==> src/rtl/sample_pkg.sv <==
// Shared sample-packing constants and lane ordering helper.
// Used by the packer and the capture path so both agree on lane placement.
package sample_pkg;

  localparam int unsigned SAMPLE_W_DEF = 8;
  localparam int unsigned LANES_DEF    = 8;

  // Physical lane for the cnt-th sample of a word.
  function automatic int unsigned lane_idx(
    input int unsigned cnt,
    input int unsigned lanes,
    input bit          msb_first
  );
    return msb_first ? (lanes - 1 - cnt) : cnt;
  endfunction

endpackage

==> src/rtl/pack_out_reg.sv <==
// Single-entry valid/ready output register for packed words.
// Ports: load_i/data_i/count_i/last_i in, ready_i in, valid_o/data_o/count_o/last_o, load_ok_o out.
module pack_out_reg #(
  parameter int unsigned OUT_W = 64,
  parameter int unsigned CNT_W = 4
) (
  input  logic             clk,
  input  logic             rst_n,
  input  logic             load_i,
  input  logic [OUT_W-1:0] data_i,
  input  logic [CNT_W-1:0] count_i,
  input  logic             last_i,
  input  logic             ready_i,
  output logic             valid_o,
  output logic [OUT_W-1:0] data_o,
  output logic [CNT_W-1:0] count_o,
  output logic             last_o,
  output logic             load_ok_o
);

  logic             valid_q;
  logic [OUT_W-1:0] data_q;
  logic [CNT_W-1:0] count_q;
  logic             last_q;

  // Empty now, or being drained this cycle.
  assign load_ok_o = !valid_q || ready_i;

  always_ff @(posedge clk or negedge rst_n) begin
    if (!rst_n) begin
      valid_q <= 1'b0;
      data_q  <= '0;
      count_q <= '0;
      last_q  <= 1'b0;
    end else if (load_i) begin
      valid_q <= 1'b1;
      data_q  <= data_i;
      count_q <= count_i;
      last_q  <= last_i;
    end else if (ready_i) begin
      valid_q <= 1'b0;
    end
  end

  assign valid_o = valid_q;
  assign data_o  = data_q;
  assign count_o = count_q;
  assign last_o  = last_q;

endmodule

==> src/rtl/sample_packer.sv <==
// Packs narrow ADC samples into wide words with valid/ready on both sides.
// Ports: clk_50mhz, rst_n, in_valid/in_sample/in_ready, flush, out_valid/out_ready/out_data/out_count/out_last, busy.
module sample_packer
  import sample_pkg::*;
#(
  parameter int unsigned SAMPLE_W  = SAMPLE_W_DEF,
  parameter int unsigned LANES     = LANES_DEF,
  parameter bit          MSB_FIRST = 1'b0
) (
  input  logic                      clk_50mhz,
  input  logic                      rst_n,
  input  logic                      in_valid,
  input  logic [SAMPLE_W-1:0]       in_sample,
  output logic                      in_ready,
  input  logic                      flush,
  output logic                      out_valid,
  input  logic                      out_ready,
  output logic [SAMPLE_W*LANES-1:0] out_data,
  output logic [$clog2(LANES+1)-1:0] out_count,
  output logic                      out_last,
  output logic                      busy
);

  localparam int unsigned OUT_W = SAMPLE_W * LANES;
  localparam int unsigned CNT_W = $clog2(LANES + 1);

  logic [CNT_W-1:0] lane_cnt_q;
  logic [OUT_W-1:0] acc_q;
  logic             flush_pend_q;

  logic             load_ok;
  logic             accept;
  logic             full_hit;
  logic             flush_ev;
  logic             close;
  logic [OUT_W-1:0] word_d;
  logic [CNT_W-1:0] count_d;
  int unsigned      lane;

  assign full_hit = (lane_cnt_q == CNT_W'(LANES - 1));
  assign in_ready = !(full_hit && !load_ok) && !flush_pend_q;
  assign accept   = in_valid && in_ready;

  // A flush only counts when there is something to emit.
  assign flush_ev = (flush && ((lane_cnt_q != '0) || accept))
                  || flush_pend_q;
  assign close    = (accept && full_hit) || (flush_ev && load_ok);
  assign count_d  = lane_cnt_q + CNT_W'(accept);
  assign lane     = lane_idx(32'(lane_cnt_q), LANES, MSB_FIRST);

  // Accumulator contents including this cycle's sample.
  always_comb begin
    word_d = acc_q;
    for (int unsigned i = 0; i < LANES; i++) begin
      if (accept && (lane == i)) begin
        word_d[i*SAMPLE_W +: SAMPLE_W] = in_sample;
      end
    end
  end

  always_ff @(posedge clk_50mhz or negedge rst_n) begin
    if (!rst_n) begin
      lane_cnt_q   <= '0;
      acc_q        <= '0;
      flush_pend_q <= 1'b0;
    end else if (close) begin
      lane_cnt_q   <= '0;
      acc_q        <= '0;
      flush_pend_q <= 1'b0;
    end else begin
      lane_cnt_q <= count_d;
      acc_q      <= word_d;
      if (flush_ev) begin
        flush_pend_q <= 1'b1;
      end
    end
  end

  pack_out_reg #(
    .OUT_W (OUT_W),
    .CNT_W (CNT_W)
  ) u_out (
    .clk       (clk_50mhz),
    .rst_n     (rst_n),
    .load_i    (close),
    .data_i    (word_d),
    .count_i   (count_d),
    .last_i    (flush_ev),
    .ready_i   (out_ready),
    .valid_o   (out_valid),
    .data_o    (out_data),
    .count_o   (out_count),
    .last_o    (out_last),
    .load_ok_o (load_ok)
  );

  assign busy = (lane_cnt_q != '0) || flush_pend_q;

endmodule

==> config.mk <==
export PLATFORM = sky130hd
export DESIGN_NAME = sample_packer
export DESIGN_NICKNAME = d
export VERILOG_FILES = /design/src/rtl/sample_pkg.sv /design/src/rtl/pack_out_reg.sv /design/src/rtl/sample_packer.sv
export SDC_FILE = /design/constraint.sdc
export NUM_CORES = 1
export LEC_CHECK = 0
export ABC_AREA = 1
export CAP_MARGIN = 5
export CORE_AREA = 2 2 122 124
export CTS_CLUSTER_DIAMETER = 100
export DETAILED_ROUTE_END_ITERATION = 7
export DIE_AREA = 0 0 124 126
export SLEW_MARGIN = 20
export SYNTH_ARGS = -nofsm -noshare
export SYNTH_HDL_FRONTEND = slang
export SYNTH_SLANG_ARGS = --single-unit
export TNS_END_PERCENT = 5
==> constraint.sdc <==
create_clock -name clk_50mhz -period 2.35 [get_ports clk_50mhz]
set_clock_uncertainty 0.2 [all_clocks]
set_input_delay 0.47 -clock clk_50mhz [delete_from_list [all_inputs] [get_ports clk_50mhz]]
set_output_delay 0.47 -clock clk_50mhz [all_outputs]
set_load 0.02 [all_outputs]
# Word level (Yosys, flattened, before mapping)
# Cells that the tools add are included.
dict set report classes {
  add_sub_neg 1
  n_eq_ne 7
  mux 14
  n_reduce_logical 26
}
# cell count
set ops {}
lappend ops {{2-to-1 mux 64 bit} 1}
lappend ops {{2-to-1 mux 8 bit} 8}
lappend ops {{logical NOT 32 bit} 1}
lappend ops {{equality test 4 x 3 -> 1 bit (second input constant)} 4}
lappend ops {{logical AND 1 bit} 13}
lappend ops {{equality test 4 x 2 -> 1 bit (second input constant)} 2}
lappend ops {{logical OR 1 bit} 5}
lappend ops {{adder 4 x 1 -> 4 bit} 1}
lappend ops {{equality test 4 x 1 -> 1 bit (second input constant)} 1}
lappend ops {{logical NOT 1 bit} 4}
lappend ops {{2-to-1 mux 1 bit} 4}
lappend ops {{2-to-1 mux 4 bit} 1}
lappend ops {{nonzero test 2 bit} 2}
lappend ops {{nonzero test 4 bit} 1}
dict set report totals {
  regBits 139
  inputBits 13
}

# Logic depth before layout (Yosys ltp)
# Gate-level depths: netlist of the first run.
dict set report depth {
  ltp_word 13
  mapped_depth 10
  mapped_depth_nobuf 10
}

# By module
# From an unflattened synthesis of the first run, not the netlist that was laid out.
dict set report unflattened {
  hier_cells 764
  area_unflattened_um2 6321.1
}
# module instances cells_each area_per_inst_um2
set modules_own_cells {}
lappend modules_own_cells {sample_packer 1 468 3424.5}
lappend modules_own_cells {pack_out_reg 1 296 2896.5}

# Worst setup path after synthesis of the first run
# OpenSTA, ideal clock, no wires.
dict set report synth_path {
  kind {register -> register}
  from {register u_out.valid_q (netlist: u_out.valid_o)}
  to {register u_out.count_q[2] (netlist: u_out.count_o[2])}
  t_arrival_ps 1555
  t_required_ps 2033
  path_slack_ps 478
  path_stages_with_launch 11
  n_path_buf 0
  period_less_slack_ps 1872
  cell_sequence {dfrtp_1 > inv_1 > nor2_2 > nand3_2 > nand3_2 > inv_1 > ha_1 > ha_1 > xor2_1 > nand2_1 > nand2_1}
}
dict set report synth_between {
  elab_chain_cells 12
  elab_cells_between_ends 14
  cone_classes {add/sub: 1; reduce/logical: 13}
}
# element line
set synth_lines {}
lappend synth_lines {{start: declaration} pack_out_reg.sv:21} ;# logic valid_q;
lappend synth_lines {{start signal: assignment} pack_out_reg.sv:31} ;# valid_q <= 1'b0;
lappend synth_lines {{start signal: assignment} pack_out_reg.sv:36} ;# valid_q <= 1'b1;
lappend synth_lines {{start signal: assignment} pack_out_reg.sv:41} ;# valid_q <= 1'b0;
lappend synth_lines {{logical NOT 1 bit *} pack_out_reg.sv:27} ;# assign load_ok_o = !valid_q || ready_i;
lappend synth_lines {{logical OR 1 bit *} pack_out_reg.sv:27}
lappend synth_lines {{parallel branches: the longest is 10 deep, another holds adder 4 x 1 -> 4 bit} -}
lappend synth_lines {{end signal: assignment} pack_out_reg.sv:38} ;# count_q <= count_i;
lappend synth_lines {{end: declaration} pack_out_reg.sv:23} ;# logic [CNT_W-1:0] count_q;
# Mark *: on every way between the ends.
# A chain may end at the register's enable or synchronous reset.

# Worst setup path after layout of the first run
dict set report layout_path {
  from {register lane_cnt_q[1]}
  to {output busy}
}
dict set report layout_between {
  elab_chain_cells 2
}
# element line
set layout_lines {}
lappend layout_lines {{start: declaration} sample_packer.sv:27} ;# logic [CNT_W-1:0] lane_cnt_q;
lappend layout_lines {{start signal: assignment} sample_packer.sv:71} ;# lane_cnt_q <= count_d;
lappend layout_lines {{nonzero test 4 bit} sample_packer.sv:97} ;# assign busy = (lane_cnt_q != '0) || flush_pend_q;
lappend layout_lines {{logical OR 1 bit} sample_packer.sv:97}
lappend layout_lines {{end: declaration} sample_packer.sv:21} ;# output logic busy
# Every way passes these cells.

==> results of run 1 <==
logic make-up (layout without fill, tap and decap cells):
| kind of cell | count (synthesis) | in the layout | share of synthesized area [%] |
|---|---|---|---|
| adders and majority gates | 2 | 2 | 0.412 |
| buffers and inverters | 126 | 225 | 9.87 |
| AOI/OAI and AO/OA | 65 | 65 | 5.36 |
| DFF | 139 | 139 | 57.3 |
| and+or+nand+nor | 369 | 369 | 26.8 |
| xor gates and xnor gates | 2 | 2 | 0.289 |
layer usage:
layer | up-vias | share of wire, %
met2 | 97 | 46
li1 | 2335 | -
met4 | 0 | 1.8
met5 | - | 0
met3 | 19 | 4.4
met1 | 2239 | 48
repair_timing:
action,CTS,global route
setup endpoints to repair,2,2
pin swaps,0,0
gates resized for setup,3,3
hold buffers,1,0
hold endpoints to repair,21,0
critical path, cell delays in order, from the launching register on:
cell and delay, ps:
sky130_fd_sc_hd__dfrtp_1 440, sky130_fd_sc_hd__inv_1 110, sky130_fd_sc_hd__nand2_2 110, sky130_fd_sc_hd__nor2_4 150, sky130_fd_sc_hd__inv_1 50, sky130_fd_sc_hd__dlygate4sd2_1 310
cell type report:
| class | count | area, µm² |
|---|---|---|
| Clock buffer | 27 | 503 |
| Clock inverter | 2 | 35.0 |
| Fill cell | 1316 | 6560 |
| Inverter | 88 | 330 |
| Multi-Input combinational cell | 438 | 2020 |
| Sequential cell | 139 | 3480 |
| Tap cell | 184 | 230 |
| Timing Repair Buffer | 108 | 1160 |
per-stage QoR:
stage	total power, mW	hold slack (ps)
after floorplan	5.14	-25.6
after global placement	6.08	141
after detailed placement	6.16	142
after CTS	8.64	261
after global routing	9.10	296
final	8.55	269
Yosys cell counts:
library cell,n
sky130_fd_sc_hd__nand2_1,205
sky130_fd_sc_hd__nand4_4,1
sky130_fd_sc_hd__nand2_2,2
sky130_fd_sc_hd__nand3_1,74
sky130_fd_sc_hd__o21ai_1,20
sky130_fd_sc_hd__nor2_2,11
sky130_fd_sc_hd__inv_2,7
sky130_fd_sc_hd__a21oi_1,1
sky130_fd_sc_hd__nand3_2,3
sky130_fd_sc_hd__nor2_1,62
sky130_fd_sc_hd__inv_1,80
sky130_fd_sc_hd__clkbuf_1,11
sky130_fd_sc_hd__buf_6,12
sky130_fd_sc_hd__nand4_1,1
sky130_fd_sc_hd__buf_4,7
sky130_fd_sc_hd__buf_2,8
sky130_fd_sc_hd__ha_1,2
sky130_fd_sc_hd__xor2_1,2
sky130_fd_sc_hd__nand2_4,1
sky130_fd_sc_hd__or2_2,1
sky130_fd_sc_hd__dfrtp_1,139
sky130_fd_sc_hd__nand4_2,4
sky130_fd_sc_hd__nor2_4,4
sky130_fd_sc_hd__o21ai_0,44
sky130_fd_sc_hd__clkinv_1,1
registers in the layout, summed over array words and instances (netlist names):
signal / cells
acc_q: 64
u_out.data_o: 64
flush_pend_q: 1
u_out.count_o: 4
lane_cnt_q: 4
u_out.last_o: 1
u_out.valid_o: 1
placed cells by master (no fill, tap or decap), types with 3 or more instances in the layout:
cell	synthesis	routed
sky130_fd_sc_hd__buf_12	0	11
sky130_fd_sc_hd__buf_4	7	12
sky130_fd_sc_hd__clkbuf_1	11	6
sky130_fd_sc_hd__clkbuf_16	0	17
sky130_fd_sc_hd__clkbuf_8	0	4
sky130_fd_sc_hd__clkdlybuf4s50_1	0	81
sky130_fd_sc_hd__dfrtp_1	139	139
sky130_fd_sc_hd__inv_1	80	80
sky130_fd_sc_hd__inv_2	7	7
sky130_fd_sc_hd__nand2_1	205	204
sky130_fd_sc_hd__nand2_2	2	3
sky130_fd_sc_hd__nand3_1	74	74
sky130_fd_sc_hd__nand3_2	3	3
sky130_fd_sc_hd__nand4_2	4	3
sky130_fd_sc_hd__nor2_1	62	61
sky130_fd_sc_hd__nor2_2	11	10
sky130_fd_sc_hd__nor2_4	4	6
sky130_fd_sc_hd__o21ai_0	44	44
sky130_fd_sc_hd__o21ai_1	20	20
report_power, final:
group / internal (mW) / switching [mW] / leakage [nW] / total, mW
Combinational: 1.15 / 1.79 / 1.82 / 2.93
Sequential: 2.92 / 0.245 / 1.89 / 3.16
Clock: 1.55 / 0.907 / 0.263 / 2.45
Total: 5.61 / 2.94 / 3.97 / 8.55
worst max path at each step:
stage	to	slack, ps	from
floorplan	u_out.count_o[2]	480	u_out.valid_o
global placement	acc_q[45]	-80	out_ready
detailed placement	acc_q[44]	-110	out_ready
CTS	busy	30	lane_cnt_q[1]
global route	busy	20	lane_cnt_q[2]
finish	busy	100	lane_cnt_q[1]
==> metrics.txt, run 1 <==
# TYPE chip_impl_metric gauge
chip_impl_metric{name="detail_route.iter0.violations",unit=""} 443
chip_impl_metric{name="ys_ff_latch",unit=""} 139
chip_impl_metric{name="timing.final.ws_setup",unit="ps"} 102
chip_impl_metric{name="grt_start_max_net_pins",unit=""} 81
chip_impl_metric{name="groute.layer.met3.usage",unit="%"} 3.85
chip_impl_metric{name="netlist_area",unit="µm²"} 6070
chip_impl_metric{name="drt_pass1_iterations",unit=""} 4
chip_impl_metric{name="post-dp-hpwl",unit="µm"} 8990
chip_impl_metric{name="initial_core_util",unit="%"} 42.4
chip_impl_info{name="run_status",value="finished clean"} 1
chip_impl_metric{name="global_route.usage.met1",unit="%"} 26.4
chip_impl_metric{name="final_util",unit="%"} 54.2
chip_impl_info{name="holdCritPathClass",value="in2async"} 1
chip_impl_metric{name="grt_pass1_wl",unit="µm"} 22700
chip_impl_metric{name="overall_track_demand_over_capacity_in_global_routing",unit="%"} 18.9
chip_impl_info{name="endpoint_kind",value="output port"} 1
chip_impl_metric{name="place.port_buffers",unit=""} 84
chip_impl_metric{name="postSynthAreaPerCell",unit="µm²"} 8.63
chip_impl_metric{name="final_area",unit="µm²"} 7750
chip_impl_metric{name="global_route.usage.met2",unit="%"} 29.1
chip_impl_metric{name="max_freq",unit="GHz"} 0.445
chip_impl_metric{name="vias_per_cell",unit=""} 4.76
chip_impl_metric{name="synthCells",unit=""} 703
chip_impl_metric{name="power_density",unit="nW/µm²"} 1100
chip_impl_info{name="start_kind",value="flop"} 1
chip_impl_metric{name="cts-htree-levels",unit=""} 4
chip_impl_metric{name="cts_setup_buffers",unit=""} 0
chip_impl_metric{name="num-nets-final",unit=""} 807
chip_impl_metric{name="first_global_vias",unit=""} 4684
chip_impl_metric{name="timing_hold_violations_final",unit=""} 0
chip_impl_info{name="cts_tree",value="yes"} 1
chip_impl_info{name="grt_busiest_layer",value="met2"} 1
chip_impl_metric{name="place.gp.congestion",unit=""} 0.743
chip_impl_metric{name="fin_crit",unit="ps"} 2250
chip_impl_metric{name="total_leakage_power",unit="nW"} 3.97
chip_impl_metric{name="inserted_diodes",unit=""} 0
chip_impl_metric{name="maxCapViolations",unit=""} 0
chip_impl_metric{name="fin_crit_sh",unit="%"} 95.7
chip_impl_metric{name="ff2ff_path_depth",unit=""} 8
chip_impl_metric{name="synth.lib_cells_used.distinct",unit=""} 25
chip_impl_info{name="root_buffer",value="sky130_fd_sc_hd__clkbuf_16"} 1
chip_impl_info{name="worstSetupPathType",value="reg2out"} 1
chip_impl_metric{name="post-place-cells",unit=""} 956
chip_impl_metric{name="total_clock_sinks",unit=""} 139
chip_impl_info{name="r2r-end",value="acc_q[44]"} 1
chip_impl_metric{name="placed_cell_area",unit="µm²"} 7190
chip_impl_metric{name="worst-endpoint-arrival",unit="ps"} 1580
chip_impl_metric{name="max_slew.worst_pin.slew",unit="ps"} 510
chip_impl_metric{name="via_count",unit=""} 4690
chip_impl_info{name="post_synth_main_area_contributors",value="sky130_fd_sc_hd__dfrtp_1 (57%), sky130_fd_sc_hd__nand2_1 (13%), sky130_fd_sc_hd__nand3_1 (6.1%)"} 1
chip_impl_info{name="unrepaired_setup_endpoints_after_global_routing",value="no"} 1
chip_impl_metric{name="grt_antenna_before_repair",unit=""} 0
chip_impl_metric{name="rows",unit=""} 44
chip_impl_metric{name="place_worst_setup_slack",unit="ps"} -112
chip_impl_metric{name="cp_max_fo",unit=""} 5
chip_impl_metric{name="drive_above_1_share",unit="%"} 10.3
chip_impl_metric{name="detail_route_antenna_nets",unit=""} 0
chip_impl_metric{name="layout.cells.non_filler",unit=""} 986
chip_impl_metric{name="clkTransAtPathRegs",unit="ps"} 50
chip_impl_metric{name="tritoncts_buffers",unit=""} 17
chip_impl_metric{name="critPathRequiredTime",unit="ps"} 1680
chip_impl_metric{name="areaGrowthSynthToFinish",unit="%"} 27.7
chip_impl_metric{name="core_region_area",unit="µm²"} 14300
chip_impl_metric{name="setup.reg_to_reg.worst_slack",unit="ps"} 360
chip_impl_info{name="crit-reg2reg-launch",value="lane_cnt_q[1]"} 1
chip_impl_metric{name="route.detailed.wl_per_inst",unit="µm"} 13.8
chip_impl_metric{name="ir_drop",unit="mV"} 0.625
chip_impl_info{name="largest_area_contributor_in_the_synthesized_netlist",value="sky130_fd_sc_hd__dfrtp_1"} 1
chip_impl_metric{name="synth_warnings",unit=""} 0
chip_impl_metric{name="synth.top_cell.area_share",unit="%"} 57.3
chip_impl_metric{name="routed_wirelength",unit="µm"} 13600
chip_impl_metric{name="globalRouteOverflowTotal",unit=""} 0
chip_impl_metric{name="io_pins",unit=""} 85
chip_impl_metric{name="syn-num-nets",unit=""} 718
chip_impl_metric{name="clock_path_buffers",unit=""} 2
chip_impl_metric{name="synth-seq-area-share",unit="%"} 57.3
chip_impl_metric{name="die-area",unit="µm²"} 15600
chip_impl_metric{name="finalSetupViolations",unit=""} 0
chip_impl_metric{name="timing.slew.headroom",unit="%"} 66.0
chip_impl_metric{name="die_x",unit="µm"} 124
chip_impl_metric{name="remaining_drcs",unit=""} 0
chip_impl_metric{name="clk_latency",unit="ps"} 420
chip_impl_metric{name="setup_tns",unit="ps"} 0
chip_impl_metric{name="chipHeight",unit="µm"} 126
chip_impl_metric{name="timing.final.max_slew_violations",unit=""} 0
(Power assumes the default switching activity.)
==> run 2, diff against run 1 <==
CELL_PAD_IN_SITES_DETAIL_PLACEMENT = 0   (was unset)
CELL_PAD_IN_SITES_GLOBAL_PLACEMENT = 1   (was unset)
CORE_AREA = 2 2 125 127   (was 2 2 122 124)
DIE_AREA = 0 0 127 129   (was 0 0 124 126)
PLACE_DENSITY_LB_ADDON = 0.1   (was unset)
==> run 2 against run 1 <==
Maximum frequency fell by 0.67%. Flip-flop and latch count stayed put. Register-to-register slack better by 30 ps. Routed wire length grew 3.8%. Cell area is 3.3% higher. Non-clock buffer count increased by 3. Clock power grew 36%. Sequential power about the same. Setup slack got worse by 15 ps. Worst hold slack improved by 24 ps. Cell count is 0.81% higher. Critical path type unchanged. Critical endpoint unchanged. Highest routed layer unchanged.
==> metrics.txt, run 2 (synthesis results as in run 1) <==
# TYPE chip_impl_metric gauge
chip_impl_info{name="critPathTopFamily",value="buffers and inverters"} 1
chip_impl_info{name="run_status",value="finished clean"} 1
chip_impl_metric{name="clock_path_buffers",unit=""} 2
chip_impl_metric{name="placed_cell_area",unit="µm²"} 7240
chip_impl_metric{name="routed_wirelength",unit="µm"} 14100
chip_impl_info{name="root_buffer",value="sky130_fd_sc_hd__clkbuf_16"} 1
chip_impl_metric{name="globalRouteOverflowTotal",unit=""} 0
chip_impl_metric{name="fin_crit_sh",unit="%"} 96.3
chip_impl_metric{name="timing.final.max_slew_violations",unit=""} 0
chip_impl_metric{name="critPathRequiredTime",unit="ps"} 1680
chip_impl_metric{name="max_slew.worst_pin.slew",unit="ps"} 515
chip_impl_metric{name="worst-endpoint-arrival",unit="ps"} 1590
chip_impl_info{name="holdCritPathClass",value="reg2reg"} 1
chip_impl_info{name="hold_path_end",value="acc_q[63]"} 1
chip_impl_info{name="crit_path_cell_trace",value="inv_2, nand3_1, nor2_2, inv_1, clkdlybuf4s15_1"} 1
chip_impl_metric{name="via_count",unit=""} 4692
chip_impl_metric{name="detail_route.iter0.violations",unit=""} 287
chip_impl_metric{name="chipHeight",unit="µm"} 129
chip_impl_info{name="worst_hold_startpoint",value="acc_q[63]"} 1
chip_impl_info{name="endpoint_kind",value="output port"} 1
chip_impl_info{name="layout.cells.most_common",value="sky130_fd_sc_hd__nand2_1"} 1
chip_impl_metric{name="total_leakage_power",unit="nW"} 4.09
chip_impl_metric{name="nFillCells",unit=""} 1390
chip_impl_metric{name="place.gp.congestion",unit=""} 0.763
chip_impl_metric{name="inserted_diodes",unit=""} 0
chip_impl_info{name="r2r-end",value="u_out.data_o[38]"} 1
chip_impl_metric{name="power_total",unit="mW"} 9.49
chip_impl_info{name="crit-reg2reg-launch",value="lane_cnt_q[1]"} 1
chip_impl_metric{name="drive_above_1_share",unit="%"} 11.7
chip_impl_metric{name="detail_route_antenna_nets",unit=""} 0
chip_impl_metric{name="areaGrowthSynthToFinish",unit="%"} 32.0
chip_impl_info{name="layout_common_cells",value="sky130_fd_sc_hd__nand2_1 (204), sky130_fd_sc_hd__dfrtp_1 (138), sky130_fd_sc_hd__clkdlybuf4s50_1 (81)"} 1
chip_impl_metric{name="max_freq",unit="GHz"} 0.442
chip_impl_metric{name="grt_start_max_net_pins",unit=""} 62
chip_impl_metric{name="setup.reg_to_reg.worst_slack",unit="ps"} 390
chip_impl_metric{name="grt_pass1_wl",unit="µm"} 23800
chip_impl_metric{name="min_delay_path_depth",unit=""} 2
chip_impl_metric{name="place.port_buffers",unit=""} 84
chip_impl_metric{name="route.detailed.wl_per_inst",unit="µm"} 14.2
chip_impl_metric{name="timing.slew.headroom",unit="%"} 65.6
chip_impl_metric{name="die_x",unit="µm"} 127
chip_impl_metric{name="power_density",unit="nW/µm²"} 1180
chip_impl_metric{name="maxCapViolations",unit=""} 0
chip_impl_metric{name="die-area",unit="µm²"} 16400
chip_impl_metric{name="first_global_vias",unit=""} 4611
chip_impl_info{name="cts_tree",value="yes"} 1
chip_impl_metric{name="ff2ff_path_depth",unit=""} 10
chip_impl_metric{name="clkTransAtPathRegs",unit="ps"} 60
chip_impl_info{name="worstSetupPathType",value="reg2out"} 1
chip_impl_metric{name="overall_track_demand_over_capacity_in_global_routing",unit="%"} 18.8
chip_impl_metric{name="initial_core_util",unit="%"} 40.5
chip_impl_metric{name="cts-htree-levels",unit=""} 4
chip_impl_metric{name="core_region_area",unit="µm²"} 15000
chip_impl_metric{name="slowest_delay",unit="ps"} 440
chip_impl_metric{name="io_pins",unit=""} 85
chip_impl_metric{name="fin_crit",unit="ps"} 2260
chip_impl_metric{name="ir_drop",unit="mV"} 0.586
chip_impl_metric{name="vias_per_cell",unit=""} 4.72
chip_impl_metric{name="post-dp-hpwl",unit="µm"} 8840
chip_impl_metric{name="grt_antenna_before_repair",unit=""} 0
chip_impl_info{name="critical_path.slowest_cell",value="sky130_fd_sc_hd__dfrtp_2"} 1
chip_impl_metric{name="total_clock_sinks",unit=""} 139
chip_impl_metric{name="clk_latency",unit="ps"} 420
chip_impl_info{name="start_kind",value="flop"} 1
chip_impl_metric{name="finalSetupViolations",unit=""} 0
chip_impl_metric{name="drt_pass1_iterations",unit=""} 4
chip_impl_metric{name="rows",unit=""} 45
chip_impl_metric{name="path_buf_inv",unit=""} 3
chip_impl_metric{name="final_area",unit="µm²"} 8010
chip_impl_metric{name="timing_hold_violations_final",unit=""} 0
chip_impl_metric{name="num-nets-final",unit=""} 810
chip_impl_metric{name="tritoncts_buffers",unit=""} 17
chip_impl_metric{name="remaining_drcs",unit=""} 0
chip_impl_metric{name="cp_max_fo",unit=""} 4
## run 2: cell count changes in the layout (fill, tap and decap cells not counted), sizes merged
| cell | before | now |
|---|---|---|
| clkbuf | 27 | 18 |
| bufinv | 1 | 9 |
| buf | 24 | 27 |
| clkinv | 2 | 4 |
| clkdlybuf4s15 | 0 | 1 |
| dlygate4sd2 | 2 | 1 |
## run 2: tightest hold or removal path: stages, from the launching register on
cell                      delay, ps
sky130_fd_sc_hd__dfrtp_1        340
sky130_fd_sc_hd__nand3_1         70
sky130_fd_sc_hd__inv_1           50
## run 2: worst max path at each step
stage	start	to	slack, ps	depth (start not counted)
floorplan	u_out.valid_o	u_out.count_o[2]	480	10
global placement	out_ready	in_ready	-70	4
detailed placement	out_ready	u_out.data_o[38]	-90	11
CTS	lane_cnt_q[1]	busy	7	5
global route	lane_cnt_q[1]	in_ready	-20	4
finish	lane_cnt_q[2]	busy	90	5
## run 2: power breakdown
| part | total, mW | internal [mW] | switching, mW | leakage, nW |
|---|---|---|---|---|
| registers | 3.15 | 2.92 | 0.239 | 1.88 |
| logic | 2.99 | 1.18 | 1.80 | 1.85 |
| clock network | 3.34 | 2.33 | 1.02 | 0.356 |
## run 2: cell type report
type | count | area, µm² | area share, %
Inverter | 88 | 330 | 4.12
Sequential cell | 139 | 3480 | 43.4
Multi-Input combinational cell | 438 | 2010 | 25.1
Clock inverter | 12 | 293 | 3.66
Timing Repair Buffer | 111 | 1220 | 15.2
Clock buffer | 18 | 439 | 5.48
Tap cell | 188 | 235 | 2.94
## run 2: repair_timing
item                       4_1_cts  5_1_grt
buffers inserted                 0        2
gates resized for setup          3        4
pin swaps                        0        1
hold buffers                     1        0
hold endpoints to repair        40        0
setup endpoints to repair        2        2
## run 2: metrics by stage
step           hold WS [ps]  util, %  TNS, ps  setup slack, ps  instances
2_1_floorplan         -25.6        -        0              478        703
3_3_place_gp            217     48.4    -2380            -71.1        961
3_5_place_dp            218     48.4    -4490            -89.7        961
4_1_cts                 295     53.3        0             6.79        992
5_1_grt                 316     53.5    -22.0            -22.0        994
6_report                293     53.5        0             86.6        994
## run 2: routing by layer
layer  vias up  wire (µm)  global-route usage, %
li1       2346          -                      -
met2        97       6410                   29.1
met4         0        188                   6.53
met1      2234       6910                   26.0
met3        15        589                   4.82
met5         -          0                      0
